--- src/rtl/magnitude_comparator_serial_if.sv ---
`default_nettype none
// +--------------------------------------------------------------------------+
// | magnitude_comparator_serial_if: start/operand/result bundle for the      |
// | serial magnitude comparator.                    Revision: 1.0            |
// +--------------------------------------------------------------------------+
interface magnitude_comparator_serial_if #(
  parameter int WIDTH = 16
);
  logic             start;
  logic [WIDTH-1:0] a;
  logic [WIDTH-1:0] b;
  logic             is_signed;
  logic             busy;
  logic             done;
  logic             a_greater;
  logic             equal;
  logic             b_greater;

  modport master (
    output start, a, b, is_signed,
    input  busy, done, a_greater, equal, b_greater
  );

  modport slave (
    input  start, a, b, is_signed,
    output busy, done, a_greater, equal, b_greater
  );
endinterface
`default_nettype wire

--- src/rtl/magnitude_comparator_serial.sv ---
`default_nettype none
// +--------------------------------------------------------------------------+
// | magnitude_comparator_serial: multi-cycle MSB-first slice comparator with |
// | early exit. Signed mode built only with MAG_CMP_SIGNED_EN. Rev: 1.0      |
// +--------------------------------------------------------------------------+
module magnitude_comparator_serial #(
  parameter int WIDTH = 16,
  parameter int SLICE = 4
) (
  input  wire logic                     clk,
  input  wire logic                     rst_n,
  magnitude_comparator_serial_if.slave  bus
);
  localparam int NSLICE = WIDTH / SLICE;
  localparam int IDX_W  = (NSLICE > 1) ? $clog2(NSLICE) : 1;

  typedef enum logic [0:0] {
    IDLE    = 1'b0,
    COMPARE = 1'b1
  } state_t;

  state_t           state_q;
  logic [IDX_W-1:0] idx_q;
  logic [WIDTH-1:0] a_q;
  logic [WIDTH-1:0] b_q;
  logic             busy_q;
  logic             done_q;
  logic             agt_q;
  logic             eq_q;
  logic             bgt_q;

  logic [WIDTH-1:0] sign_flip;
  logic [SLICE-1:0] slice_a;
  logic [SLICE-1:0] slice_b;
  logic             slice_gt;
  logic             slice_lt;
  logic             last_slice;

`ifdef MAG_CMP_SIGNED_EN
  // Inverting the sign bit at latch time maps two's complement onto unsigned order;
  // only slice 0 sees it, and the mode is frozen with the operands.
  assign sign_flip = {bus.is_signed, {(WIDTH-1){1'b0}}};
`else
  logic unused_is_signed;
  assign unused_is_signed = bus.is_signed;
  assign sign_flip        = '0;
`endif

  // Operands shift left each cycle so the active slice is always the top SLICE bits.
  assign slice_a    = a_q[WIDTH-1 -: SLICE];
  assign slice_b    = b_q[WIDTH-1 -: SLICE];
  assign slice_gt   = (slice_a > slice_b);
  assign slice_lt   = (slice_a < slice_b);
  assign last_slice = (idx_q == IDX_W'(NSLICE - 1));

  always_ff @(posedge clk or negedge rst_n) begin
    if (!rst_n) begin
      state_q <= IDLE;
      idx_q   <= '0;
      a_q     <= '0;
      b_q     <= '0;
      busy_q  <= 1'b0;
      done_q  <= 1'b0;
      agt_q   <= 1'b0;
      eq_q    <= 1'b0;
      bgt_q   <= 1'b0;
    end else begin
      done_q <= 1'b0;
      case (state_q)
        IDLE: begin
          if (bus.start) begin
            a_q     <= bus.a ^ sign_flip;
            b_q     <= bus.b ^ sign_flip;
            idx_q   <= '0;
            busy_q  <= 1'b1;
            state_q <= COMPARE;
          end
        end
        COMPARE: begin
          if (slice_gt || slice_lt || last_slice) begin
            agt_q   <= slice_gt;
            bgt_q   <= slice_lt;
            eq_q    <= !(slice_gt || slice_lt);
            done_q  <= 1'b1;
            busy_q  <= 1'b0;
            state_q <= IDLE;
          end else begin
            a_q   <= a_q << SLICE;
            b_q   <= b_q << SLICE;
            idx_q <= idx_q + 1'b1;
          end
        end
        default: state_q <= IDLE;
      endcase
    end
  end

  assign bus.busy      = busy_q;
  assign bus.done      = done_q;
  assign bus.a_greater = agt_q;
  assign bus.equal     = eq_q;
  assign bus.b_greater = bgt_q;
endmodule
`default_nettype wire

--- src/flat_wrapper.sv ---
// flat-port wrapper written by rule: the top's interface ports become plain ports
module magnitude_comparator_serial_flat 
#(
  parameter int WIDTH = 16,
  parameter int SLICE = 4
)
  (clk, rst_n, bus_start, bus_a, bus_b, bus_is_signed, bus_busy, bus_done, bus_a_greater, bus_equal, bus_b_greater);
  magnitude_comparator_serial_if #(.WIDTH(WIDTH)) bus_i ();
  input  wire logic clk;
  input  wire logic rst_n;
  input wire logic [$bits(bus_i.start)-1:0] bus_start;
  input wire logic [$bits(bus_i.a)-1:0] bus_a;
  input wire logic [$bits(bus_i.b)-1:0] bus_b;
  input wire logic [$bits(bus_i.is_signed)-1:0] bus_is_signed;
  output wire logic [$bits(bus_i.busy)-1:0] bus_busy;
  output wire logic [$bits(bus_i.done)-1:0] bus_done;
  output wire logic [$bits(bus_i.a_greater)-1:0] bus_a_greater;
  output wire logic [$bits(bus_i.equal)-1:0] bus_equal;
  output wire logic [$bits(bus_i.b_greater)-1:0] bus_b_greater;
  assign bus_i.start = bus_start;
  assign bus_i.a = bus_a;
  assign bus_i.b = bus_b;
  assign bus_i.is_signed = bus_is_signed;
  assign bus_busy = bus_i.busy;
  assign bus_done = bus_i.done;
  assign bus_a_greater = bus_i.a_greater;
  assign bus_equal = bus_i.equal;
  assign bus_b_greater = bus_i.b_greater;
  magnitude_comparator_serial #(.WIDTH(WIDTH), .SLICE(SLICE)) u_core (.clk(clk), .rst_n(rst_n), .bus(bus_i));
endmodule
--- config.mk ---
export PLATFORM = sky130hd
export DESIGN_NAME = magnitude_comparator_serial_flat
export DESIGN_NICKNAME = d
export VERILOG_FILES = /design/src/rtl/magnitude_comparator_serial_if.sv /design/src/rtl/magnitude_comparator_serial.sv /design/src/flat_wrapper.sv
export SDC_FILE = /design/constraint.sdc
export NUM_CORES = 1
export LEC_CHECK = 0
export ABC_AREA = 1
export CAP_MARGIN = 20
export CORE_MARGIN = 3
export CORE_UTILIZATION = 51
export CTS_CLUSTER_SIZE = 30
export DETAILED_ROUTE_END_ITERATION = 12
export PLACE_DENSITY = 0.87
export SLEW_MARGIN = 15
export SYNTH_ARGS = -nofsm -noshare
export SYNTH_HDL_FRONTEND = slang
export SYNTH_SLANG_ARGS = --single-unit
--- constraint.sdc ---
create_clock -name clk -period 1.8 [get_ports clk]
set_clock_uncertainty 0.05 [all_clocks]
set_input_delay 0.36 -clock clk [delete_from_list [all_inputs] [get_ports clk]]
set_output_delay 0.36 -clock clk [all_outputs]
set_load 0.005 [all_outputs]
Word level (Yosys, flattened, before mapping)
Cells that the tools add are included.
W data, S select, Z words.

cells by class
  add/subtract/negate cells = 1
  $lt $le $gt $ge = 2
  eq/ne operators = 4
  muxes and demuxes = 17
  bitwise gates (word level) = 1
  reduce and logical (&&, ||, !) cells = 6

operators by type and width
  operator               count
  $mux W16               4
  $pmux W16 S2           2
  $mux W1                6
  $ne A2 B2 Y1 const B   3
  $reduce_and A2 Y1      3
  $gt A4 B4 Y1           1
  $lt A4 B4 Y1           1
  $mux W2                2
  $pmux W1 S2            2
  $pmux W2 S2            1
  $add A2 B1 Y2 const B  1
  $eq A2 B2 Y1 const B   1
  $logic_or A1 B1 Y1     2
  $logic_not A1 Y1       1
  $not A1 Y1             1

word-level totals
  register bits after elaboration = 40
  input bits = 36
  output and inout port bits = 5
  logic and storage cells = 40

Longest topological paths before layout
  depth in word-level cells = 5
  gate-level depth with buffers = 12

Worst setup path after synthesis
No wires, ideal clock.

  kind = flip-flop to flip-flop
  start point = reg u_core.a_q[15]
  end point = reg u_core.a_q[15]
  setup time = 0.117 ns
  data arrival time = 1.409 ns
  required time = 1.633 ns
  path slack = 0.225 ns
  cell stages (with the launch flop) = 8
  cells stage by stage = dfrtp_1 -> ha_1 -> nand2_2 -> nor3_4 -> nand3_4 -> buf_2 -> nand3_1 -> nand2_1

on the way
  longest elaborated chain between the ends = 5
  elaborated cells between the ends (all ways) = 6
  classes of those cells = 2 x order compare; 1 x eq/ne; 3 x reduce/logical

ends and longest elaborated chain
  item                                          RTL line                                                              RTL
  from (decl)                                   magnitude_comparator_serial.sv:24                                     logic [WIDTH-1:0] a_q;
  from (signal assigned)                        magnitude_comparator_serial.sv:72                                     a_q <= bus.a ^ sign_flip;
  from (signal assigned)                        magnitude_comparator_serial.sv:88                                     a_q <= a_q << SLICE;
  $gt A4 B4 Y1 or $lt A4 B4 Y1 (tied branches)  magnitude_comparator_serial.sv:52, magnitude_comparator_serial.sv:53
  $logic_or A1 B1 Y1 * (2 in a row)             magnitude_comparator_serial.sv:80                                     if (slice_gt || slice_lt || last_slice) begin
  $ne A2 B2 Y1 (no line) *                      n/a
  $reduce_and A2 Y1 (no line) *                 n/a

Every way passes the cells marked *; elsewhere a longest branch is shown, timed or not.
A chain may end at the register's enable or synchronous reset.

Worst setup path after layout
  start point = reg u_core.b_q[15]
  end point = reg u_core.b_q[6]

on the way
  longest elaborated chain between the ends = 5
  elaborated cells between the ends (all ways) = 6
  classes of those cells = 2 x order compare; 1 x eq/ne; 3 x reduce/logical

ends and longest elaborated chain
  item                                          RTL line                                                              RTL
  from (decl)                                   magnitude_comparator_serial.sv:25                                     logic [WIDTH-1:0] b_q;
  from (signal assigned)                        magnitude_comparator_serial.sv:73                                     b_q <= bus.b ^ sign_flip;
  from (signal assigned)                        magnitude_comparator_serial.sv:89                                     b_q <= b_q << SLICE;
  $gt A4 B4 Y1 or $lt A4 B4 Y1 (tied branches)  magnitude_comparator_serial.sv:52, magnitude_comparator_serial.sv:53
  $logic_or A1 B1 Y1 * (2 in a row)             magnitude_comparator_serial.sv:80
  $ne A2 B2 Y1 (no line) *                      n/a
  $reduce_and A2 Y1 (no line) *                 n/a

Marked as above.

==> metrics <==
Power Density=1460 nW/µm²; Area contributors post-synth=dfrtp_1, nand2_1, nand3_1; Final Power=3.94 mW; I/O Buffers=39; highest metal used=met4; initial antenna violation count=0; hold path start=u_core.bus.busy; critical path type=flip-flop to flip-flop; H-Tree Depth=2; Std-Cell Rows=22; Tcrit/Tclk final=0.967; Routed Wire Length=between 4000 and 5000 µm; worst-path maximum fanout=13; Max VDD drop=0.000722 V; commonest non-fill, non-tap cells in the layout=nand2_1, dfrtp_1, clkdlybuf4s50_1, nand3_1; Avg Inst Size Synth=7.55 µm²; DR WL/cell=12.6 µm; CP Launch Type=flip-flop; Final Max Tran Viols=0; setup TNS=0 ps; Yosys top cell area share=0.497; Yosys cell types=18; outcome=completed; Net count, final=about 360; die area=4740 µm²; clock transition at the registers of the reported paths=80 ps; initial core utilization=0.538; slowest CP cell=dfrtp_1; RSZ-0062 raised after global routing=true; Final min period=1740 ps; die width=68.9 µm; HP Class=flip-flop to flip-flop; Max Cap Violations=0; # diodes=0; DRT Pass-1 Iters=4; synthesized area=just over 2000 µm²; post-synth top area cell=dfrtp_1; commonest non-fill, non-tap cell in the layout=nand2_1; Cell Area, Placed=between 2000 and 2500 µm²; relative slew slack=0.681; DR DRC count=0; DP HPWL=just over 3000 µm; met2 routed WL=2420 µm; largest net degree at the start of global routing=26; Final Hold Viols=0; Worst Path Buf+Inv=2; worst endpoint required time=1930 ps; Mapped Cells=267; reg-to-reg startpoint=u_core.b_q[15]; boundary pin count=41; Crit. End Element=flip-flop; Placer Congestion=between 0.8 and 0.9; CTS tree=built; met3 WL=between 200 and 250 µm; Vias=1864; crit-path max cell delay=between 300 and 400 ps; cts bufs inserted=5; critical path, cell by cell=inv_1 > ha_4 > nand2_2 > nor3_4 > nand3_4 > buf_6 > nand3_1 > nand2_1; routed vias/inst=5.11; die height=68.9 µm; clk sinks=40; DR iter-0 viols=~190; final instance area=2690 µm²; gr usage total=0.200; Congestion Overflow GR=0; delay-heaviest family, CP=simple AND/OR/NAND/NOR gates; CTS root buf=clkbuf_8; fmax=575 MHz; vias in the first global route=1636; Worst Max-Slew Pin Slew=479 ps; core region area=between 3000 and 4000 µm²; share of layout cells above drive strength 1=0.107; CP Launch Point=u_core.b_q[15]; Arr. time, crit path=1870 ps; first-pass GRT wire length=between 6000 and 7000 µm; Seq/Total Area, Yosys=0.497; Final ANT Viol Nets=0; Yosys Warn Count=0; clk buf depth=2; P_leak=1.44 nW; Mapped Nets=308; Area Overhead vs Synth=33.5%; # setup viols final=0; Metal-1 WL=~1900 µm; Synth Register Bits=40; worst skew pair latency=290 ps
-- sequential cells by signal, indices dropped and copies added, names as in the netlist --
name,flops
u_core.a_q,16
u_core.b_q,16
u_core.bus.a_greater,1
u_core.bus.b_greater,1
u_core.bus.busy,1
u_core.bus.done,1
u_core.bus.equal,1
u_core.idx_q,2
u_core.state_q,1
-- worst min-delay path: stages (launching register included) --
cell,delay (ps)
dfrtp_1,360
nand2_1,50
nand2_1,50
-- area by class of cell --
cell class / instances / area (µm²)
clock inverters: 3 / 42.5
clock buffers: 5 / 68.8
repair buffers: 54 / 533
fillers: 301 / 1050
flip-flops and latches: 40 / 1000
well taps: 48 / 60.1
multi-input cells: 204 / 943
inverters: 11 / 41.3
-- per-layer routing --
metal | vias to the layer above | track usage
li1 | 937 | -
met1 | 874 | 0.235
met2 | 44 | 0.342
met3 | 9 | 0.0519
met4 | 0 | 0.0900
met5 | - | 0
-- synthesized netlist by cell type (all sizes together) --
cell and n:
inv 11, o21ai 3, buf 11, nor2 1
clkbuf 2, a21oi 1, nand3 35, nand2 155
nand4 2, dfrtp 40, ha 5, nor3 1
-- final timing paths --
| path | endpoint | slack (ps) | depth (start not counted) |
|---|---|---|---|
| worst max-delay path | u_core.b_q[6] | 60 | 8 |
| worst min-delay path | u_core.bus.busy | 440 | 2 |
| worst max register to register | u_core.b_q[6] | 60 | 8 |
| worst min register to register | u_core.bus.busy | 440 | 2 |
| max in group asynchronous | u_core.a_q[12] | 690 | 3 |
| min in group asynchronous | u_core.b_q[15] | 500 | 2 |
-- cells by family (layout without fill, tap and decap cells) --
family / after synthesis / count (layout) / synth area share
compound gates: 4 / 4 / 0.00993
fa+ha+maj: 5 / 5 / 0.0310
buf+inv: 24 / 73 / 0.0571
flops: 40 / 40 / 0.497
simple gates: 194 / 195 / 0.405
-- per-stage QoR --
| stage | setup slack [ps] | util | hold slack, ps | std cells |
|---|---|---|---|---|
| floorplan | 225 | - | 14.4 | 267 |
| global placement | 135 | 0.660 | 285 | 352 |
| detailed placement | 79.6 | 0.660 | 298 | 352 |
| CTS | 61.7 | 0.692 | 440 | 361 |
| global route | -26.6 | 0.719 | 464 | 365 |
| finish | 59.7 | 0.719 | 440 | 365 |
-- report_power, final --
group	total, mW	switching [mW]	internal [mW]	leakage, nW
registers	1.49	0.212	1.27	0.502
logic	1.73	0.972	0.757	0.880
clock network	0.725	0.315	0.410	0.0541
-- timing repair --
item,CTS,global route
gates resized for setup,0,9
hold endpoints to repair,20,0
hold buffers,1,0
endpoints found under the setup margin,0,34
buffers inserted,0,2
Note: power is estimated with default switching activity, not from simulation.
